File: src/rtl/ula_n.sv
// rtl/ula_n.sv - registered ALU with optional iterative unsigned multiplier
//
// Purpose: accepts one request (a, b, op) per in_valid/in_ready handshake and
// returns a registered result with carry/zero/negative/overflow flags.
// Single-cycle ops answer on the edge after acceptance. With ULA_MUL_EN
// defined, op 9 runs a WIDTH-step shift-and-add multiply and holds off new
// requests until its result strobe.
//
// Configuration macro: ULA_MUL_EN (undefined by default -> op 9 is undefined)
//
// Ports:
//   clk        in   clock, rising edge
//   rst        in   asynchronous active-low reset
//   in_valid   in   request qualifier
//   in_ready   out  block can accept a request
//   a, b       in   WIDTH-bit operands
//   op         in   4-bit opcode
//   out_valid  out  one-cycle result strobe
//   out_ula    out  registered WIDTH-bit result
//   carry, zero, negative, overflow  out  registered flags
module ula_n #(
  parameter int WIDTH = 8,
  parameter int SHW   = $clog2(WIDTH)
) (
  input  logic             clk,
  input  logic             rst,
  input  logic             in_valid,
  output logic             in_ready,
  input  logic [WIDTH-1:0] a,
  input  logic [WIDTH-1:0] b,
  input  logic [3:0]       op,
  output logic             out_valid,
  output logic [WIDTH-1:0] out_ula,
  output logic             carry,
  output logic             zero,
  output logic             negative,
  output logic             overflow
);

  localparam logic [3:0] OP_ADD = 4'd1;
  localparam logic [3:0] OP_SUB = 4'd2;
  localparam logic [3:0] OP_AND = 4'd3;
  localparam logic [3:0] OP_OR  = 4'd4;
  localparam logic [3:0] OP_NOT = 4'd5;
  localparam logic [3:0] OP_XOR = 4'd6;
  localparam logic [3:0] OP_SHL = 4'd7;
  localparam logic [3:0] OP_SHR = 4'd8;
`ifdef ULA_MUL_EN
  localparam logic [3:0] OP_MUL = 4'd9;
`endif

  logic w_accept;
  logic w_start_mul;

  assign w_accept = in_valid & in_ready;

`ifdef ULA_MUL_EN
  assign w_start_mul = w_accept && (op == OP_MUL);
`else
  assign w_start_mul = 1'b0;
`endif

  // Single-cycle requests are captured here so that operand changes after
  // acceptance cannot reach the result computed on the following edge.
  logic [WIDTH-1:0] r_a;
  logic [WIDTH-1:0] r_b;
  logic [3:0]       r_op;
  logic             r_pend;

  always_ff @(posedge clk or negedge rst) begin
    if (!rst) begin
      r_a    <= '0;
      r_b    <= '0;
      r_op   <= '0;
      r_pend <= 1'b0;
    end else begin
      r_pend <= w_accept & ~w_start_mul;
      if (w_accept & ~w_start_mul) begin
        r_a  <= a;
        r_b  <= b;
        r_op <= op;
      end
    end
  end

  // Combinational ALU on the captured request
  logic [SHW-1:0]   w_sh;
  logic [WIDTH:0]   w_add;
  logic [WIDTH:0]   w_sub;
  logic [WIDTH:0]   w_shl;
  logic [WIDTH:0]   w_shr;
  logic [WIDTH-1:0] w_res;
  logic             w_cy;
  logic             w_ov;

  assign w_sh  = r_b[SHW-1:0];
  assign w_add = {1'b0, r_a} + {1'b0, r_b};
  assign w_sub = {1'b0, r_a} - {1'b0, r_b};
  // One guard bit beyond the word catches the last bit shifted out:
  // bit WIDTH for left shifts, bit 0 for right shifts (zero when w_sh==0).
  assign w_shl = {1'b0, r_a} << w_sh;
  assign w_shr = {r_a, 1'b0} >> w_sh;

  always_comb begin
    w_res = '0;
    w_cy  = 1'b0;
    w_ov  = 1'b0;
    case (r_op)
      OP_ADD: begin
        w_res = w_add[WIDTH-1:0];
        w_cy  = w_add[WIDTH];
        w_ov  = (r_a[WIDTH-1] == r_b[WIDTH-1]) && (w_add[WIDTH-1] != r_a[WIDTH-1]);
      end
      OP_SUB: begin
        w_res = w_sub[WIDTH-1:0];
        w_cy  = w_sub[WIDTH];
        w_ov  = (r_a[WIDTH-1] != r_b[WIDTH-1]) && (w_sub[WIDTH-1] != r_a[WIDTH-1]);
      end
      OP_AND: w_res = r_a & r_b;
      OP_OR:  w_res = r_a | r_b;
      OP_NOT: w_res = ~r_b;
      OP_XOR: w_res = r_a ^ r_b;
      OP_SHL: begin
        w_res = w_shl[WIDTH-1:0];
        w_cy  = w_shl[WIDTH];
      end
      OP_SHR: begin
        w_res = w_shr[WIDTH:1];
        w_cy  = w_shr[0];
      end
      default: ;
    endcase
  end

`ifdef ULA_MUL_EN
  typedef enum logic {
    S_IDLE,
    S_MUL
  } state_t;

  localparam int CW = $clog2(WIDTH + 1);

  state_t             r_state;
  state_t             w_state_next;
  logic               w_mul_done;
  logic [2*WIDTH-1:0] r_mcand;
  logic [2*WIDTH-1:0] r_acc;
  logic [WIDTH-1:0]   r_mplier;
  logic [CW-1:0]      r_cnt;

  always_ff @(posedge clk or negedge rst) begin
    if (!rst) begin
      r_state <= S_IDLE;
    end else begin
      r_state <= w_state_next;
    end
  end

  // WIDTH iteration edges, then one more edge to publish the product,
  // which puts the strobe WIDTH+1 edges after acceptance.
  always_comb begin
    w_state_next = r_state;
    w_mul_done   = 1'b0;
    case (r_state)
      S_IDLE: begin
        if (w_start_mul) w_state_next = S_MUL;
      end
      S_MUL: begin
        if (r_cnt == CW'(WIDTH)) begin
          w_mul_done   = 1'b1;
          w_state_next = S_IDLE;
        end
      end
      default: w_state_next = S_IDLE;
    endcase
  end

  assign in_ready = (r_state == S_IDLE);

  always_ff @(posedge clk or negedge rst) begin
    if (!rst) begin
      r_mcand  <= '0;
      r_acc    <= '0;
      r_mplier <= '0;
      r_cnt    <= '0;
    end else if (w_start_mul) begin
      r_mcand  <= {{WIDTH{1'b0}}, a};
      r_acc    <= '0;
      r_mplier <= b;
      r_cnt    <= '0;
    end else if ((r_state == S_MUL) && !w_mul_done) begin
      if (r_mplier[0]) r_acc <= r_acc + r_mcand;
      r_mcand  <= r_mcand << 1;
      r_mplier <= r_mplier >> 1;
      r_cnt    <= r_cnt + CW'(1);
    end
  end
`else
  assign in_ready = 1'b1;
`endif

  // Result and flag registers hold between strobes
  logic             r_out_valid;
  logic [WIDTH-1:0] r_out_ula;
  logic             r_carry;
  logic             r_zero;
  logic             r_negative;
  logic             r_overflow;

  always_ff @(posedge clk or negedge rst) begin
    if (!rst) begin
      r_out_valid <= 1'b0;
      r_out_ula   <= '0;
      r_carry     <= 1'b0;
      r_zero      <= 1'b0;
      r_negative  <= 1'b0;
      r_overflow  <= 1'b0;
    end else begin
      r_out_valid <= 1'b0;
      if (r_pend) begin
        r_out_valid <= 1'b1;
        r_out_ula   <= w_res;
        r_carry     <= w_cy;
        r_zero      <= (w_res == '0);
        r_negative  <= w_res[WIDTH-1];
        r_overflow  <= w_ov;
      end
`ifdef ULA_MUL_EN
      else if (w_mul_done) begin
        r_out_valid <= 1'b1;
        r_out_ula   <= r_acc[WIDTH-1:0];
        r_carry     <= |r_acc[2*WIDTH-1:WIDTH];
        r_zero      <= (r_acc[WIDTH-1:0] == '0);
        r_negative  <= r_acc[WIDTH-1];
        r_overflow  <= 1'b0;
      end
`endif
    end
  end

  assign out_valid = r_out_valid;
  assign out_ula   = r_out_ula;
  assign carry     = r_carry;
  assign zero      = r_zero;
  assign negative  = r_negative;
  assign overflow  = r_overflow;

endmodule

File: config.mk
export PLATFORM = sky130hd
export DESIGN_NAME = ula_n
export DESIGN_NICKNAME = d
export VERILOG_FILES = /design/src/rtl/ula_n.sv
export SDC_FILE = /design/constraint.sdc
export NUM_CORES = 1
export LEC_CHECK = 0
export ABC_AREA = 1
export BUFFER_PORTS_ARGS = -buffer_cell sky130_fd_sc_hd__buf_2
export CORE_MARGIN = 3
export CORE_UTILIZATION = 40
export CTS_BUF_LIST = sky130_fd_sc_hd__clkbuf_8
export CTS_CLUSTER_SIZE = 28
export DETAILED_ROUTE_END_ITERATION = 7
export PLACE_DENSITY = 0.67
export SYNTH_ARGS = -nofsm -noshare
export SYNTH_HDL_FRONTEND = slang
export SYNTH_SLANG_ARGS = --single-unit
File: constraint.sdc
create_clock -name clk -period 6.06 [get_ports clk]
set_input_delay 0.909 -clock clk [delete_from_list [all_inputs] [get_ports clk]]
set_output_delay 0.909 -clock clk [all_outputs]
set_load 0.005 [all_outputs]
==> results of run 1 <==
tightest hold or removal path: stages (launching register included):
cell	delay, ps
dfrtp_1	340
nand2_1	50
nand2_1	50
power groups by stage:
stage                     registers, mW  logic (mW)  clock network [mW]
final                             0.281       0.290               0.167
after detailed placement          0.285       0.285                   0
after floorplan                   0.275       0.218                   0
after global placement            0.284       0.286                   0
after CTS                         0.281       0.287               0.173
after global routing              0.286       0.332               0.182
cell type report:
cell class                 count  share of cell area, %
clock buffer                   5                   2.01
timing repair buffer          35                   5.12
clock inverter                 3                  0.402
inverter                      52                   5.77
sequential                    33                   24.1
multi-input combinational    386                   59.0
tap                           99                   3.62
routing by layer:
| metal | global-route usage (%) | vias to the layer above |
|---|---|---|
| li1 | - | 1616 |
| met1 | 32.4 | 1490 |
| met2 | 32.3 | 126 |
| met3 | 3.39 | 24 |
| met4 | 7.57 | 0 |
| met5 | 0 | - |
worst min-delay path by stage:
stage               startpoint         end  slack [ps]
finish                   carry       carry         480
floorplan               r_pend   out_valid         350
global placement         carry       carry         460
CTS                      carry       carry         480
global route        out_ula[2]  out_ula[2]         520
detailed placement       carry       carry         460
Yosys cell counts (5+ instances only):
library cell  number  area [um^2]
dfrtp_1           33          826
nand2_4            6         67.6
nand3_1           66          330
nand2_1          153          574
nand3b_1           5         37.5
a21oi_1           12         60.1
o21ai_0           31          155
nor2_1            46          173
inv_1             49          184
nand4_1            8         50.1
nor2_2             6         37.5
ha_1              26          325
per-stage QoR:
step                util [%]  setup WS [ps]  hold slack (ps)
finish                  45.7           3250              479
CTS                     45.7           3320              481
global route            45.7           2910              521
floorplan                  -           4110              352
global placement        44.6           3360              459
detailed placement      44.6           3330              461
flip-flops by register name, summed over array words and instances (netlist names):
register   cells
zero           1
r_op           4
carry          1
r_a            8
out_ula        8
overflow       1
r_b            8
out_valid      1
r_pend         1
logic make-up after synthesis:
| kind of cell | after synthesis | share of synthesized area, % |
|---|---|---|
| compound gates | 55 | 9.18 |
| xor+xnor | 2 | 0.552 |
| fa+ha+maj | 28 | 11.5 |
| buf+inv | 69 | 10.4 |
| flops | 33 | 26.0 |
| other cells | 1 | 0.118 |
| simple gates | 300 | 42.2 |
==> results.yml, run 1 <==
grt:
  grt_pass1_wl_um: 15200
  grt_start_max_net_pins: 42
  antenna_found_initial: 0
  grt_use_total_pct: 22.0
  overflow: 0
  grt_pass1_vias: 2939
floorplanning:
  initial_core_util_pct: 42.4
  pin_count: 37
  num_rows: 31
  die_area_mm2: 0.00904
  coreArea_mm2: 0.00749
  fp.dieH_um: 95.1
  dieWidth_um: 95.1
yosys:
  syn_nets: 539
  synth_cells: 488
  ys_seq_elements: 33
  netlist_area_mm2: 0.00317
  synth_edf_count: 0
  ys_warn_count: 0
  synthArstFlopShare_pct: 100
  syn_avg_cell_area_um2: 6.50
  ys_types: 36
  ys.flop_type: "dfrtp_1"
  synth_seq_area_share_pct: 26.0
pwr:
  p_leak_nw: 1.92
  p_switching_mw: 0.314
  worst_ir_drop_vdd_mv: 0.128
  switching_share_pct: 42.6
  power_density_mw_per_mm2: 216
  combPwrFrac_pct: 39.2
  clock_power_share_pct: 22.7
  fin_total_pwr_mw: 0.738
  power_frac_seq_pct: 38.1
  internal_power_mw: 0.424
cells_and_area:
  drive_above_1_share_pct: 12.3
  synthToLayoutAreaGrowth_pct: 7.84
  mostFrequentLayoutCell: "nand2_1"
  layout_common_cells: "nand2_1, nand3_1, inv_1, nor2_1, buf_2"
  stdcell_count: 613
  seq_area_um2: 826
  antenna_cells: 0
  multi_input_area_mm2: 0.00202
  postLayoutCellArea_mm2: 0.00342
  fin_nets: 564
  fill_cells: 790
drt:
  vias: 3256
  postRouteAntennaNets: 0
  post_drt_wl_per_cell_um: 15.2
  met3_length_um: 675
  drt_iter0_drc: 380
  via_per_inst: 5.31
  top_layer: "met4"
  drt_first_pass_iters: 5
  drt_wl_total_um: 9320
  drcViolationCount: 0
  m1WireLength_um: 4400
  wl_met2_um: 3950
worst_setup_path:
  cp-end-kind: "flip-flop"
  critical_path_arrival_ps: 3040
  rr_endpoint: "zero"
  r2r_cells: 14
  startpoint_type: "flip-flop"
  crit_start: "r_b[1]"
  cpMostUsedCell: "nand2_1"
  worstReg2RegStart: "r_b[1]"
  critPathMaxStageDelay_ps: 760
  path_buf_inv: 1
  rrSetupSlack_ps: 3250
  crit_end: "zero"
  critPathMaxFanout: 23
  path_depth: 14
  path_cells: "inv_1 -> ha_1 -> nand3_1 -> nand3_1 -> nand2_1 -> nand2_1 -> nand2_1 -> nand3_1 -> nand2_1 -> nor2_2 -> nand2_1 -> nor2_1 -> nand2_1 -> nand2_1"
  critPathSlowestCell: "dfrtp_1"
  worst-setup-path-type: "reg2reg"
  critical_path.top_delay_family: "simple AND/OR/NAND/NOR gates"
  cp.required_ps: 6290
timing:
  fin_crit_ps: 2810
  setup_viol: 0
  hold_viol: 0
  relSlewSlack_pct: 49.3
  period_share_pct: 46.3
  slew_violations: 0
  fmaxAchievable_ghz: 0.356
  finClkSkew_ps: 13.6
  rsz0062_at_grt: "false"
  setup_tns_ps: 0
  worst_pin_slew_ps: 761
clocking:
  cts-resized-gates: 0
  cts_tree: "done"
  clock_sinks: 33
  cts_hold_buf: 0
  ctsHtreeMaxLevel: 2
  postCtsSetupRepairBufs: 0
  root_buffer: "clkbuf_8"
  path_clk_slew_ps: 70
  clk_latency_ps: 290
  cts_buffers: 5
  clock_path_buffers: 2
place:
  placed_area_mm2: 0.00334
  place_congestion: 1.02
  dp_cells: 605
  dp_hpwl_um: 7410
  io_buffer_count: 35
outcome:
  status: "completed"
min_path:
  whs_path_depth: 2
  min_path_type: "reg2reg"
run:
  drv_cap: 0
Note: power is estimated with default switching activity, not from simulation.
==> run 2, diff against run 1 <==
PLACE_DENSITY = 0.69   (was 0.67)
clock period = 2.3 ns   (was 6.06 ns; I/O delays follow)
==> results.yml, run 2 (same netlist as run 1, synthesis figures left out) <==
drt:
  drt_first_pass_iters: 5
  postRouteAntennaNets: 0
  drcViolationCount: 0
  drt_iter0_drc: 291
  drt_wl_total_um: 9790
  vias: 3372
  post_drt_wl_per_cell_um: 15.4
  via_per_inst: 5.32
timing:
  period_share_pct: 94.3
  slew_violations: 0
  relSlewSlack_pct: 51.1
  setup_viol: 0
  fin_crit_ps: 2170
  rsz0062_at_grt: "false"
  finClkSkew_ps: 15.9
  worst_pin_slew_ps: 733
  fmaxAchievable_ghz: 0.461
  fin_ws_ps: 130
  setup_tns_ps: 0
  hold_viol: 0
clocking:
  clk_latency_ps: 300
  cts_tree: "done"
  cts_buffers: 5
  ctsHtreeMaxLevel: 2
  path_clk_slew_ps: 90
  root_buffer: "clkbuf_8"
  clock_sinks: 33
  clock_path_buffers: 2
grt:
  overflow: 0
  grt_start_max_net_pins: 42
  antenna_found_initial: 0
  grt_use_total_pct: 22.8
  use_met2_pct: 34.9
  grt_pass1_wl_um: 15800
  grt_pass1_vias: 3145
  grtUsageMet3_pct: 4.03
  use_met1_pct: 32.2
  grt.busiest_layer: "met2"
floorplanning:
  initial_core_util_pct: 42.4
  dieWidth_um: 95.1
  num_rows: 31
  fp.dieH_um: 95.1
  die_area_mm2: 0.00904
  pin_count: 37
  coreArea_mm2: 0.00749
worst_setup_path:
  worst-setup-path-type: "reg2reg"
  cp-end-kind: "flip-flop"
  critical_path_arrival_ps: 2400
  critPathSlowestCell: "ha_1"
  critical_path.top_delay_family: "simple AND/OR/NAND/NOR gates"
  cp.required_ps: 2530
  cpMostUsedCell: "nand2_1"
  startpoint_type: "flip-flop"
  critPathMaxStageDelay_ps: 460
  path_cells: "inv_1 -> ha_1 -> inv_1 -> nand2_1 -> nand2_1 -> a21oi_1 -> nand3_1 -> nand2_1 -> nor2_1 -> nor2_2 -> nand2_1 -> nor2_1 -> nand2_1 -> nand2_1"
  critPathMaxFanout: 8
  path_buf_inv: 2
pwr:
  fin_total_pwr_mw: 2.06
  power_density_mw_per_mm2: 570
  worst_ir_drop_vdd_mv: 0.296
  p_leak_nw: 2.01
place:
  post-place-ws_ps: 166
  place_congestion: 1.03
  io_buffer_count: 35
  placed_area_mm2: 0.00348
  dp_hpwl_um: 7720
cells_and_area:
  fin_nets: 585
  drive_above_1_share_pct: 17.8
  synthToLayoutAreaGrowth_pct: 13.6
  antenna_cells: 0
  postLayoutCellArea_mm2: 0.00361
  layout_common_cells: "nand2_1, nand3_1, inv_1, nor2_1, buf_2"
  mostFrequentLayoutCell: "nand2_1"
min_path:
  min_path_type: "in2async"
run:
  drv_cap: 0
outcome:
  status: "completed"
==> run 2: cell count changes in the layout (fill, tap and decap cells not counted), sizes merged <==
cell | previous run | this run
buf | 35 | 56
clkinvlp | 0 | 1
inv | 53 | 52
==> run 2: path summary, 6_finish.rpt <==
path | start | to | slack [ps] | cells after the start
setup reg to reg | r_b[4] | zero | 130 | 14
setup / recovery | r_b[4] | zero | 130 | 14
max in group asynchronous | rst | r_b[1] | 1670 | 1
min in group clk | b[2] | r_b[2] | 240 | 3
hold / removal | rst | out_ula[3] | 90 | 1
hold reg to reg | carry | carry | 480 | 2
==> run 2: what timing repair did <==
item | 4_1_cts | 5_1_grt
buffers inserted | 0 | 2
endpoints found under the setup margin | 0 | 2
resized for setup | 0 | 10
hold buffers | 0 | 0
==> run 2: per-stage QoR <==
stage / utilization, % / hold slack [ps] / std cells
final: 48.2 / 87.0 / 634
after floorplan: - / 49.4 / 488
after global placement: 46.5 / 441 / 624
after global routing: 48.2 / 163 / 634
after CTS: 47.7 / 136 / 632
after detailed placement: 46.5 / 468 / 624
==> run 2: layout make-up <==
cell class | instances | area (um^2)
Clock inverter | 3 | 17.5
Timing Repair Buffer | 56 | 333
Inverter | 52 | 198
Multi-Input combinational cell | 386 | 2040
Sequential cell | 33 | 828
Tap cell | 99 | 124
Fill cell | 791 | 3880
Clock buffer | 5 | 68.8
==> run 2: per-layer routing <==
layer  vias up  part of all wire [%]
li1       1658                     -
met5         -                     0
met4         0                   3.0
met2       154                    44
met1      1534                    45
met3        26                   8.3
==> run 2: power breakdown <==
part           switching, mW  internal, mW
logic                  0.570         0.314
clock network          0.260         0.209
registers             0.0537         0.650
total                  0.883          1.17
